### src/rtl/uart_aes_frame_ctrl_if.sv
// rtl/uart_aes_frame_ctrl_if.sv - UART byte stream in, AES key/block out, status flags
interface uart_aes_frame_ctrl_if;
  logic         Rx_DV_in;
  logic [7:0]   Rx_Byte_in;
  logic         Blk_Ready_in;
  logic         Clr_Err_in;
  logic [127:0] Key_out;
  logic         Key_Valid_out;
  logic [127:0] Blk_Data_out;
  logic         Blk_Valid_out;
  logic         Busy_out;
  logic         Err_Cmd_out;
  logic         Err_Timeout_out;
  logic         Overrun_out;

  modport slave (
    input  Rx_DV_in, Rx_Byte_in, Blk_Ready_in, Clr_Err_in,
    output Key_out, Key_Valid_out, Blk_Data_out, Blk_Valid_out,
           Busy_out, Err_Cmd_out, Err_Timeout_out, Overrun_out
  );

  modport master (
    output Rx_DV_in, Rx_Byte_in, Blk_Ready_in, Clr_Err_in,
    input  Key_out, Key_Valid_out, Blk_Data_out, Blk_Valid_out,
           Busy_out, Err_Cmd_out, Err_Timeout_out, Overrun_out
  );
endinterface

### src/rtl/uart_aes_frame_ctrl.sv
// rtl/uart_aes_frame_ctrl.sv - frames UART bytes into AES-128 key and plaintext blocks
module uart_aes_frame_ctrl #(
  parameter int          TIMEOUT_CLKS = 100000,
  parameter int          CNT_W        = 17,
  parameter logic [7:0]  CMD_KEY      = 8'hA5,
  parameter logic [7:0]  CMD_DATA     = 8'h5A
) (
  input  logic                    CLK,
  input  logic                    RST_N,
  uart_aes_frame_ctrl_if.slave    bus
);

  typedef enum logic [1:0] {
    IDLE        = 2'd0,
    RX_KEY      = 2'd1,
    RX_DATA     = 2'd2,
    WAIT_ACCEPT = 2'd3
  } state_t;

  localparam logic [CNT_W-1:0] TMO_LAST = CNT_W'(TIMEOUT_CLKS - 1);

  state_t             state_q, state_d;
  logic [3:0]         cnt_q, cnt_d;
  logic [CNT_W-1:0]   tmo_q, tmo_d;
  logic [127:0]       shift_q, shift_d;
  logic [127:0]       key_q, key_d;
  logic [127:0]       blk_q, blk_d;
  logic               key_vld_q, key_vld_d;
  logic               blk_vld_q, blk_vld_d;
  logic               err_cmd_q, err_cmd_d;
  logic               err_tmo_q, err_tmo_d;
  logic               ovr_q, ovr_d;
  logic [127:0]       shift_in;

  assign shift_in = {shift_q[119:0], bus.Rx_Byte_in};

  always_ff @(posedge CLK or negedge RST_N) begin
    if (!RST_N) begin
      state_q   <= IDLE;
      cnt_q     <= '0;
      tmo_q     <= '0;
      shift_q   <= '0;
      key_q     <= '0;
      blk_q     <= '0;
      key_vld_q <= 1'b0;
      blk_vld_q <= 1'b0;
      err_cmd_q <= 1'b0;
      err_tmo_q <= 1'b0;
      ovr_q     <= 1'b0;
    end else begin
      state_q   <= state_d;
      cnt_q     <= cnt_d;
      tmo_q     <= tmo_d;
      shift_q   <= shift_d;
      key_q     <= key_d;
      blk_q     <= blk_d;
      key_vld_q <= key_vld_d;
      blk_vld_q <= blk_vld_d;
      err_cmd_q <= err_cmd_d;
      err_tmo_q <= err_tmo_d;
      ovr_q     <= ovr_d;
    end
  end

  always_comb begin
    state_d   = state_q;
    cnt_d     = cnt_q;
    tmo_d     = tmo_q;
    shift_d   = shift_q;
    key_d     = key_q;
    blk_d     = blk_q;
    key_vld_d = key_vld_q;
    blk_vld_d = blk_vld_q;
    err_cmd_d = 1'b0;
    err_tmo_d = 1'b0;
    ovr_d     = ovr_q;

    // Clear first so that a drop in the same cycle overrides it.
    if (bus.Clr_Err_in) ovr_d = 1'b0;

    case (state_q)
      IDLE: begin
        tmo_d = '0;
        if (bus.Rx_DV_in) begin
          if (bus.Rx_Byte_in == CMD_KEY) begin
            state_d = RX_KEY;
            cnt_d   = '0;
          end else if (bus.Rx_Byte_in == CMD_DATA && key_vld_q) begin
            state_d = RX_DATA;
            cnt_d   = '0;
          end else begin
            err_cmd_d = 1'b1;
          end
        end
      end

      RX_KEY, RX_DATA: begin
        if (bus.Rx_DV_in) begin
          shift_d = shift_in;
          tmo_d   = '0;
          if (cnt_q == 4'd15) begin
            cnt_d = '0;
            if (state_q == RX_KEY) begin
              key_d     = shift_in;
              key_vld_d = 1'b1;
              state_d   = IDLE;
            end else begin
              blk_d     = shift_in;
              blk_vld_d = 1'b1;
              state_d   = WAIT_ACCEPT;
            end
          end else begin
            cnt_d = cnt_q + 4'd1;
          end
        end else if (tmo_q == TMO_LAST) begin
          // Abort leaves the committed key and block registers untouched.
          err_tmo_d = 1'b1;
          cnt_d     = '0;
          tmo_d     = '0;
          state_d   = IDLE;
        end else begin
          tmo_d = tmo_q + CNT_W'(1);
        end
      end

      WAIT_ACCEPT: begin
        if (bus.Rx_DV_in) ovr_d = 1'b1;
        if (blk_vld_q && bus.Blk_Ready_in) begin
          blk_vld_d = 1'b0;
          state_d   = IDLE;
        end
      end

      default: state_d = IDLE;
    endcase
  end

  assign bus.Key_out         = key_q;
  assign bus.Key_Valid_out   = key_vld_q;
  assign bus.Blk_Data_out    = blk_q;
  assign bus.Blk_Valid_out   = blk_vld_q;
  assign bus.Busy_out        = (state_q != IDLE);
  assign bus.Err_Cmd_out     = err_cmd_q;
  assign bus.Err_Timeout_out = err_tmo_q;
  assign bus.Overrun_out     = ovr_q;

endmodule

### src/flat_wrapper.sv
// flat-port wrapper written by rule: the top's interface ports become plain ports
module uart_aes_frame_ctrl_flat 
#(
  parameter int          TIMEOUT_CLKS = 100000,
  parameter int          CNT_W        = 17,
  parameter logic [7:0]  CMD_KEY      = 8'hA5,
  parameter logic [7:0]  CMD_DATA     = 8'h5A
)
  (CLK, RST_N, bus_Rx_DV_in, bus_Rx_Byte_in, bus_Blk_Ready_in, bus_Clr_Err_in, bus_Key_out, bus_Key_Valid_out, bus_Blk_Data_out, bus_Blk_Valid_out, bus_Busy_out, bus_Err_Cmd_out, bus_Err_Timeout_out, bus_Overrun_out);
  uart_aes_frame_ctrl_if bus_i ();
  input  logic CLK;
  input  logic RST_N;
  input wire logic [$bits(bus_i.Rx_DV_in)-1:0] bus_Rx_DV_in;
  input wire logic [$bits(bus_i.Rx_Byte_in)-1:0] bus_Rx_Byte_in;
  input wire logic [$bits(bus_i.Blk_Ready_in)-1:0] bus_Blk_Ready_in;
  input wire logic [$bits(bus_i.Clr_Err_in)-1:0] bus_Clr_Err_in;
  output wire logic [$bits(bus_i.Key_out)-1:0] bus_Key_out;
  output wire logic [$bits(bus_i.Key_Valid_out)-1:0] bus_Key_Valid_out;
  output wire logic [$bits(bus_i.Blk_Data_out)-1:0] bus_Blk_Data_out;
  output wire logic [$bits(bus_i.Blk_Valid_out)-1:0] bus_Blk_Valid_out;
  output wire logic [$bits(bus_i.Busy_out)-1:0] bus_Busy_out;
  output wire logic [$bits(bus_i.Err_Cmd_out)-1:0] bus_Err_Cmd_out;
  output wire logic [$bits(bus_i.Err_Timeout_out)-1:0] bus_Err_Timeout_out;
  output wire logic [$bits(bus_i.Overrun_out)-1:0] bus_Overrun_out;
  assign bus_i.Rx_DV_in = bus_Rx_DV_in;
  assign bus_i.Rx_Byte_in = bus_Rx_Byte_in;
  assign bus_i.Blk_Ready_in = bus_Blk_Ready_in;
  assign bus_i.Clr_Err_in = bus_Clr_Err_in;
  assign bus_Key_out = bus_i.Key_out;
  assign bus_Key_Valid_out = bus_i.Key_Valid_out;
  assign bus_Blk_Data_out = bus_i.Blk_Data_out;
  assign bus_Blk_Valid_out = bus_i.Blk_Valid_out;
  assign bus_Busy_out = bus_i.Busy_out;
  assign bus_Err_Cmd_out = bus_i.Err_Cmd_out;
  assign bus_Err_Timeout_out = bus_i.Err_Timeout_out;
  assign bus_Overrun_out = bus_i.Overrun_out;
  uart_aes_frame_ctrl #(.TIMEOUT_CLKS(TIMEOUT_CLKS), .CNT_W(CNT_W), .CMD_KEY(CMD_KEY), .CMD_DATA(CMD_DATA)) u_core (.CLK(CLK), .RST_N(RST_N), .bus(bus_i));
endmodule
### config.mk
export PLATFORM = sky130hd
export DESIGN_NAME = uart_aes_frame_ctrl_flat
export DESIGN_NICKNAME = d
export VERILOG_FILES = /design/src/rtl/uart_aes_frame_ctrl_if.sv /design/src/rtl/uart_aes_frame_ctrl.sv /design/src/flat_wrapper.sv
export SDC_FILE = /design/constraint.sdc
export NUM_CORES = 1
export LEC_CHECK = 0
export BUFFER_PORTS_ARGS = -buffer_cell sky130_fd_sc_hd__clkbuf_2
export CORE_ASPECT_RATIO = 0.5
export CORE_MARGIN = 3
export CORE_UTILIZATION = 57
export CTS_BUF_LIST = sky130_fd_sc_hd__clkbuf_16
export DETAILED_ROUTE_END_ITERATION = 8
export GPL_TIMING_DRIVEN = 0
export PLACE_DENSITY = 0.84
export SLEW_MARGIN = 15
export SYNTH_ARGS = -nofsm -noshare
export SYNTH_HDL_FRONTEND = slang
export SYNTH_SLANG_ARGS = --single-unit
### constraint.sdc
create_clock -name CLK -period 3.9 [get_ports CLK]
set_input_delay 0.39 -clock CLK [delete_from_list [all_inputs] [get_ports CLK]]
set_output_delay 0.39 -clock CLK [all_outputs]
set_load 0.02 [all_outputs]
==> flow_metrics.py, run 1 <==
metrics = {
    "power": {
        "power_per_cell_area_mw_per_mm2": 570.2,
        "peakVddDrop_uv": 293.9,
        "p_leak_nw": 9.808,
    },
    "layout": {
        "multiInputGateArea_sq_mm": 0.005096,
        "area_growth_pct": 19.72,
        "fillerInstances": 1658,
        "finalInstanceArea_sq_mm": 0.01847,
        "seqCellArea_sq_mm": 0.01011,
        "drive_above_1_share_pct": 56.63,
        "final_nets": 1296,
    },
    "synthesis": {
        "synth-main-ff-cell": "dfrtp_1",
        "synth_area_leaders": "dfrtp_1 (66%), mux2_2 (27%), buf_2 (0.81%)",
        "synth_area_sq_mm": 0.01543,
        "synth_top_family_by_area": "multiplexers",
        "synth_compound_area_share_pct": 1.111,
        "ys_seq_area_share_pct": 65.53,
        "yosys.area.top_type_share_pct": 65.53,
        "synthXorXnorAreaFrac_pct": 0.7380,
        "yosysMostFrequentCell": "dfrtp_1",
        "synth_mux_area_share_pct": 27.65,
        "synth_seq_cells": 404,
        "synth_common_cells": "dfrtp_1 (404), mux2_2 (376), buf_2 (25)",
        "ys_types": 48,
        "synth_edf_count": 0,
        "avgSynthCellArea_sq_um": 16.07,
        "ys.warnings.count": 0,
        "syn_nets": 980,
        "syn_inst": 960,
        "synth_top_area_cell": "dfrtp_1",
        "yosys.area_share.adder_pct": 0.5677,
        "synthArstFlopShare_pct": 100.0,
        "synthSimpleGateAreaFrac_pct": 2.960,
    },
    "clock_tree": {
        "clk_path_buf_depth": 3,
        "clock_sinks": 404,
        "cts_tree": "built",
        "cts_max_level": 2,
        "post_cts_buffers": 0,
        "cts-resized-gates": 0,
        "clock-root-buffer": "clkbuf_16",
        "numCtsBuffers": 35,
        "ctsHoldBuffers": 1,
        "clock_latency_ns": 0.51,
        "path_clk_slew_ns": 0.07,
    },
    "sta": {
        "drv_slew": 0,
        "skew_ns": 0.01493,
        "worst_slack_ns": 0.7429,
        "period_share_pct": 80.95,
        "rsz0062_at_grt": "false",
        "fmax_mhz": 316.7,
        "min_period_ns": 3.157,
        "hold_viol": 0,
        "max_slew_margin_pct": 48.60,
        "setup_viol": 0,
        "worst_hold_slack_ns": 0.04990,
        "worst_pin_slew_ns": 0.7640,
    },
    "place": {
        "gp_congestion": 0.8580,
        "io_buffers": 274,
        "post-place-ws_ns": 0.7493,
        "dp_hpwl_um": 24520,
        "dpl_cell_area_sq_mm": 0.01735,
    },
    "hold_path": {
        "hold_start": "bus_Clr_Err_in",
        "hold_depth": 2,
        "hold_path.class": "in -> reg",
        "min_to": "u_core.bus.Overrun_out",
    },
    "routing": {
        "drtIter0Drc": 462,
        "drt_wl_total_um": 34100,
        "via_per_inst": 5.517,
        "vias": 9070,
        "firstDrtPassIters": 4,
        "drtAntennaViolNets": 0,
        "routedWlPerCell_um": 20.74,
        "drc_errors": 0,
    },
    "critical_path": {
        "crit_fanout": 10,
        "required_ns": 4.29,
        "cpPeakStageDelay_ns": 0.61,
        "cp_data_arrival_time_ns": 3.55,
        "ff2ff_setup_slack_ns": 0.74,
        "cpMaxStageDelayCell": "clkbuf_1",
        "worstSetupStartpointType": "flip-flop",
        "r2r_end": "u_core.bus.Blk_Data_out[71]",
        "worstRegToRegCells": 7,
        "critical_path_class": "reg -> reg",
        "crit_chain": "inv_1 -> ha_1 -> nand2_1 -> nor3_1 -> clkbuf_1 -> buf_2 -> mux2_2",
        "r2r-start": "u_core.state_q[0]",
        "cp-end-kind": "flip-flop",
    },
    "global_route": {
        "track_usage_pct": 23.69,
        "grt_pass1_wl_um": 54390,
        "grt-ovfl-total": 0,
        "grt_max_degree": 106,
        "antenna_found_initial": 2,
        "grt_pass1_vias": 9682,
    },
    "status": {
        "outcome": "completed",
    },
    "die": {
        "fp.dieW_um": 238.7,
        "rows": 41,
        "floorplan.initialDensity_pct": 59.56,
        "pin_count": 275,
        "core_sq_mm": 0.02591,
        "die_y_um": 122.3,
        "die_area_sq_mm": 0.02920,
    },
    "job": {
        "maxCapViolations": 0,
    },
}
## cell type report
| class | count | share of cell area [%] |
|---|---|---|
| antenna | 2 | 0.02709 |
| buffer | 43 | 1.043 |
| clock buffer | 37 | 5.013 |
| clock inverter | 22 | 0.9822 |
| inverter | 8 | 0.1626 |
| multi-input combinational | 505 | 27.59 |
| sequential | 404 | 54.73 |
| tap | 344 | 2.330 |
| timing repair buffer | 279 | 8.122 |
## worst max-delay path, delay by kind of cell (launching register included)
kind | cells | cell delay [ns]
flops | 1 | 0.42
fa+ha+maj | 1 | 0.37
mux | 1 | 0.38
buf+inv | 3 | 1.11
simple gates | 2 | 0.75
## metrics by stage
stage,total power (W),setup TNS [ns],util (%),cells
after floorplan,0.006475,0,-,960
after global placement,0.007032,-2360.66,66.51,1578
after detailed placement,0.007182,0,66.97,1582
after CTS,0.01061,0,71.28,1642
after global routing,0.01102,0,71.30,1644
final,0.01053,0,71.30,1644
## power breakdown
part           leakage (nW)  switching, W  total, W  internal [W]
combinational          3.76      0.000664   0.00153      0.000861
sequential             5.47      0.000753   0.00558       0.00483
clock                 0.576       0.00151   0.00343       0.00192
## state kept, by name (all words and copies together), names as in the netlist
name                        count
u_core.bus.Blk_Data_out       128
u_core.bus.Blk_Valid_out        1
u_core.bus.Err_Cmd_out          1
u_core.bus.Err_Timeout_out      1
u_core.bus.Key_Valid_out        1
u_core.bus.Key_out            128
u_core.bus.Overrun_out          1
u_core.cnt_q                    4
u_core.shift_q                120
u_core.state_q                  2
u_core.tmo_q                   17
## worst max path at each step
stage	start	endpoint	cells after the start
4_1_cts	u_core.state_q[0]	u_core.bus.Blk_Data_out[71]	7
6_report	u_core.state_q[0]	u_core.bus.Blk_Data_out[71]	7
3_5_place_dp	u_core.state_q[0]	u_core.bus.Blk_Data_out[71]	7
3_3_place_gp	RST_N	u_core.bus.Blk_Data_out[105]	1
5_1_grt	u_core.state_q[0]	u_core.bus.Blk_Data_out[77]	7
2_1_floorplan	u_core.state_q[0]	u_core.bus.Key_out[22]	8
## layer usage
metal	up-vias	part of all wire, %	global-route usage (%)
li1	4033	-	-
met1	4798	42	30.91
met2	180	51	41.07
met3	59	4.0	4.401
met4	0	2.7	7.315
met5	-	0	0
## placed cells by master (no fill, tap or decap), types with 3 or more instances in the layout
master	synthesis	final
xnor2_1	6	6
clkinv_1	0	4
o21ai_0	7	7
nor2_1	21	21
nor4_1	3	3
nor3_1	5	5
ha_1	7	7
dfrtp_1	404	404
inv_1	8	16
buf_16	0	4
buf_2	25	25
mux2_2	376	376
clkbuf_1	15	15
clkbuf_2	0	273
nand2_1	16	16
clkbuf_16	0	37
nand4b_1	4	4
buf_1	3	3
clkinv_2	0	4
xor2_1	7	7
nand2b_1	4	4
nand3_1	10	10
bufinv_16	0	3
## logic make-up (layout without fill, tap and decap cells)
kind of cell | count (synthesis) | in the layout
AOI/OAI and AO/OA | 24 | 24
xor gates and xnor gates | 13 | 13
adders and majority gates | 7 | 7
buffers and inverters | 51 | 389
DFF | 404 | 404
muxes | 379 | 379
other | 0 | 2
and+or+nand+nor | 82 | 82
Note: power is estimated with default switching activity, not from simulation.
==> run 2, diff against run 1 <==
Settings changed: CORE_UTILIZATION 57 to 56, PLACE_DENSITY 0.84 to 0.83.
Clock period 3.9 ns to 3.3 ns, I/O delays scaled along.
==> run 2 against run 1 <==
Fmax increased by 8.8%. Total power up 20%. First-iteration DRC count up 27%. Clock power rose by 22%. Register-to-register slack lost 0.34 ns. Combinational power is 18% higher. Clock-buffer cell count is 2 lower. Global-route usage shrank 0.59 points. Flip-flop and latch count unchanged. Cell count up 0.55%. Largest cell class unchanged.
==> flow_metrics.py, run 2 (synthesized netlist as in run 1, its figures left out) <==
metrics = {
    "status": {
        "outcome": "completed",
    },
    "die": {
        "die_area_sq_mm": 0.02970,
        "pin_count": 275,
        "core_sq_mm": 0.02675,
        "floorplan.initialDensity_pct": 57.68,
        "die_y_um": 123.4,
        "fp.dieW_um": 240.7,
        "rows": 42,
    },
    "routing": {
        "met3WireLength_um": 1358,
        "dr.max_layer_used": "met4",
        "drtAntennaViolNets": 0,
        "drc_errors": 0,
        "drt-met1-wl_um": 14620,
        "via_per_inst": 5.443,
        "drt_wl_total_um": 34140,
        "routedWlPerCell_um": 20.65,
        "drtIter0Drc": 589,
        "vias": 8998,
        "wl_met2_um": 17460,
        "firstDrtPassIters": 5,
    },
    "sta": {
        "max_slew_margin_pct": 52.88,
        "fmax_mhz": 344.6,
        "setup_viol": 0,
        "min_period_ns": 2.902,
        "worst_pin_slew_ns": 0.7003,
        "rsz0062_at_grt": "false",
        "hold_viol": 0,
        "period_share_pct": 87.94,
        "skew_ns": 0.01827,
        "drv_slew": 0,
    },
    "critical_path": {
        "worstSetupStartpointType": "flip-flop",
        "critical_path_class": "reg -> reg",
        "cp-end-kind": "flip-flop",
        "r2r-start": "u_core.state_q[0]",
        "cp_data_arrival_time_ns": 3.29,
        "required_ns": 3.69,
        "ff2ff_setup_slack_ns": 0.40,
        "crit_start": "u_core.state_q[0]",
        "crit_fanout": 10,
    },
    "clock_tree": {
        "numCtsBuffers": 35,
        "clk_path_buf_depth": 3,
        "clock-root-buffer": "clkbuf_16",
        "clock_sinks": 404,
        "cts_tree": "built",
        "path_clk_slew_ns": 0.07,
        "clock_latency_ns": 0.51,
        "cts_max_level": 2,
    },
    "global_route": {
        "grt-ovfl-total": 0,
        "antenna_found_initial": 1,
        "grt_pass1_vias": 9399,
        "track_usage_pct": 23.10,
        "grt_max_degree": 102,
        "grt_pass1_wl_um": 53300,
    },
    "hold_path": {
        "hold_start": "bus_Rx_Byte_in[3]",
        "hold_path.class": "in -> reg",
    },
    "layout": {
        "fin_cells": 1653,
        "drive_above_1_share_pct": 56.92,
        "final_nets": 1297,
        "finish.utilization_pct": 69.33,
        "area_growth_pct": 20.19,
        "layout_common_cells": "dfrtp_1 (404), mux2_2 (376), clkbuf_2 (274)",
        "final_common_cell": "dfrtp_1",
    },
    "place": {
        "gp_congestion": 0.8009,
        "placed_cells": 1590,
        "io_buffers": 274,
        "dp_hpwl_um": 24520,
    },
    "power": {
        "power_per_cell_area_mw_per_mm2": 678.9,
        "p_leak_nw": 9.825,
        "peakVddDrop_uv": 391.6,
    },
    "job": {
        "maxCapViolations": 0,
    },
}
## run 2: cell types whose count changed in the layout (fill, tap and decap cells not counted), moves of 2 or more
cell / previous run / this run
inv_1: 16 / 12
bufinv_16: 3 / 6
clkbuf_16: 37 / 35
clkinv_2: 4 / 6
## run 2: worst max-delay path, stage by stage, from the launching register on
cell and delay, ns:
dfrtp_1 0.44, inv_1 0.10, ha_1 0.38, nand2_1 0.24, nor3_1 0.44, clkbuf_2 0.42, buf_2 0.38, mux2_2 0.38
## run 2: power by group
group | internal, W | switching, W | total [W] | leakage [nW]
sequential | 0.00570 | 0.000889 | 0.00659 | 5.47
clock | 0.00242 | 0.00178 | 0.00419 | 0.584
combinational | 0.00102 | 0.000782 | 0.00180 | 3.77
## run 2: path summary, 6_finish.rpt
kind / endpoint / cells after the start
worst max-delay path: u_core.bus.Blk_Data_out[70] / 7
worst min-delay path: u_core.shift_q[3] / 2
worst max register to register: u_core.bus.Blk_Data_out[70] / 7
worst min register to register: u_core.bus.Key_out[10] / 1
max in group asynchronous: u_core.bus.Blk_Data_out[20] / 4
min in group asynchronous: u_core.bus.Key_out[100] / 2
## run 2: final cells by class
type	instances	area, sq um
diodes	1	2.502
fillers	1804	8204
clock inverters	25	285.3
plain buffers	43	193.9
inverters	8	30.03
multi-input cells	505	5096
repair buffers	280	1510
flip-flops and latches	404	10110
well taps	352	440.4
clock buffers	35	875.8
## run 2: routing by layer
layer,vias up,GRT usage (%)
met1,4716,30.84
met3,43,4.145
met4,0,5.626
met2,195,39.96
met5,-,0
li1,4044,-
## run 2: repair_timing
action                                  CTS  global route
endpoints found under the setup margin    0            98
gates resized for setup                   0             2
hold buffers                              2             0
setup buffers                             0             0
hold endpoints to repair                 22             0
## run 2: per-stage QoR
step           worst slack, ns  power [W]  hold WS, ns  TNS (ns)  instance area (sq um)
4_1_cts                0.04760    0.01269       0.1149         0                  18540
3_3_place_gp            -6.376   0.008321       0.4880  -2553.04                  17240
5_1_grt                 0.1616    0.01318       0.1456         0                  18540
3_5_place_dp           0.07618   0.008486       0.2193         0                  17360
2_1_floorplan            1.132   0.007653      0.03441         0                  15430
6_report                0.3980    0.01259       0.1457         0                  18540
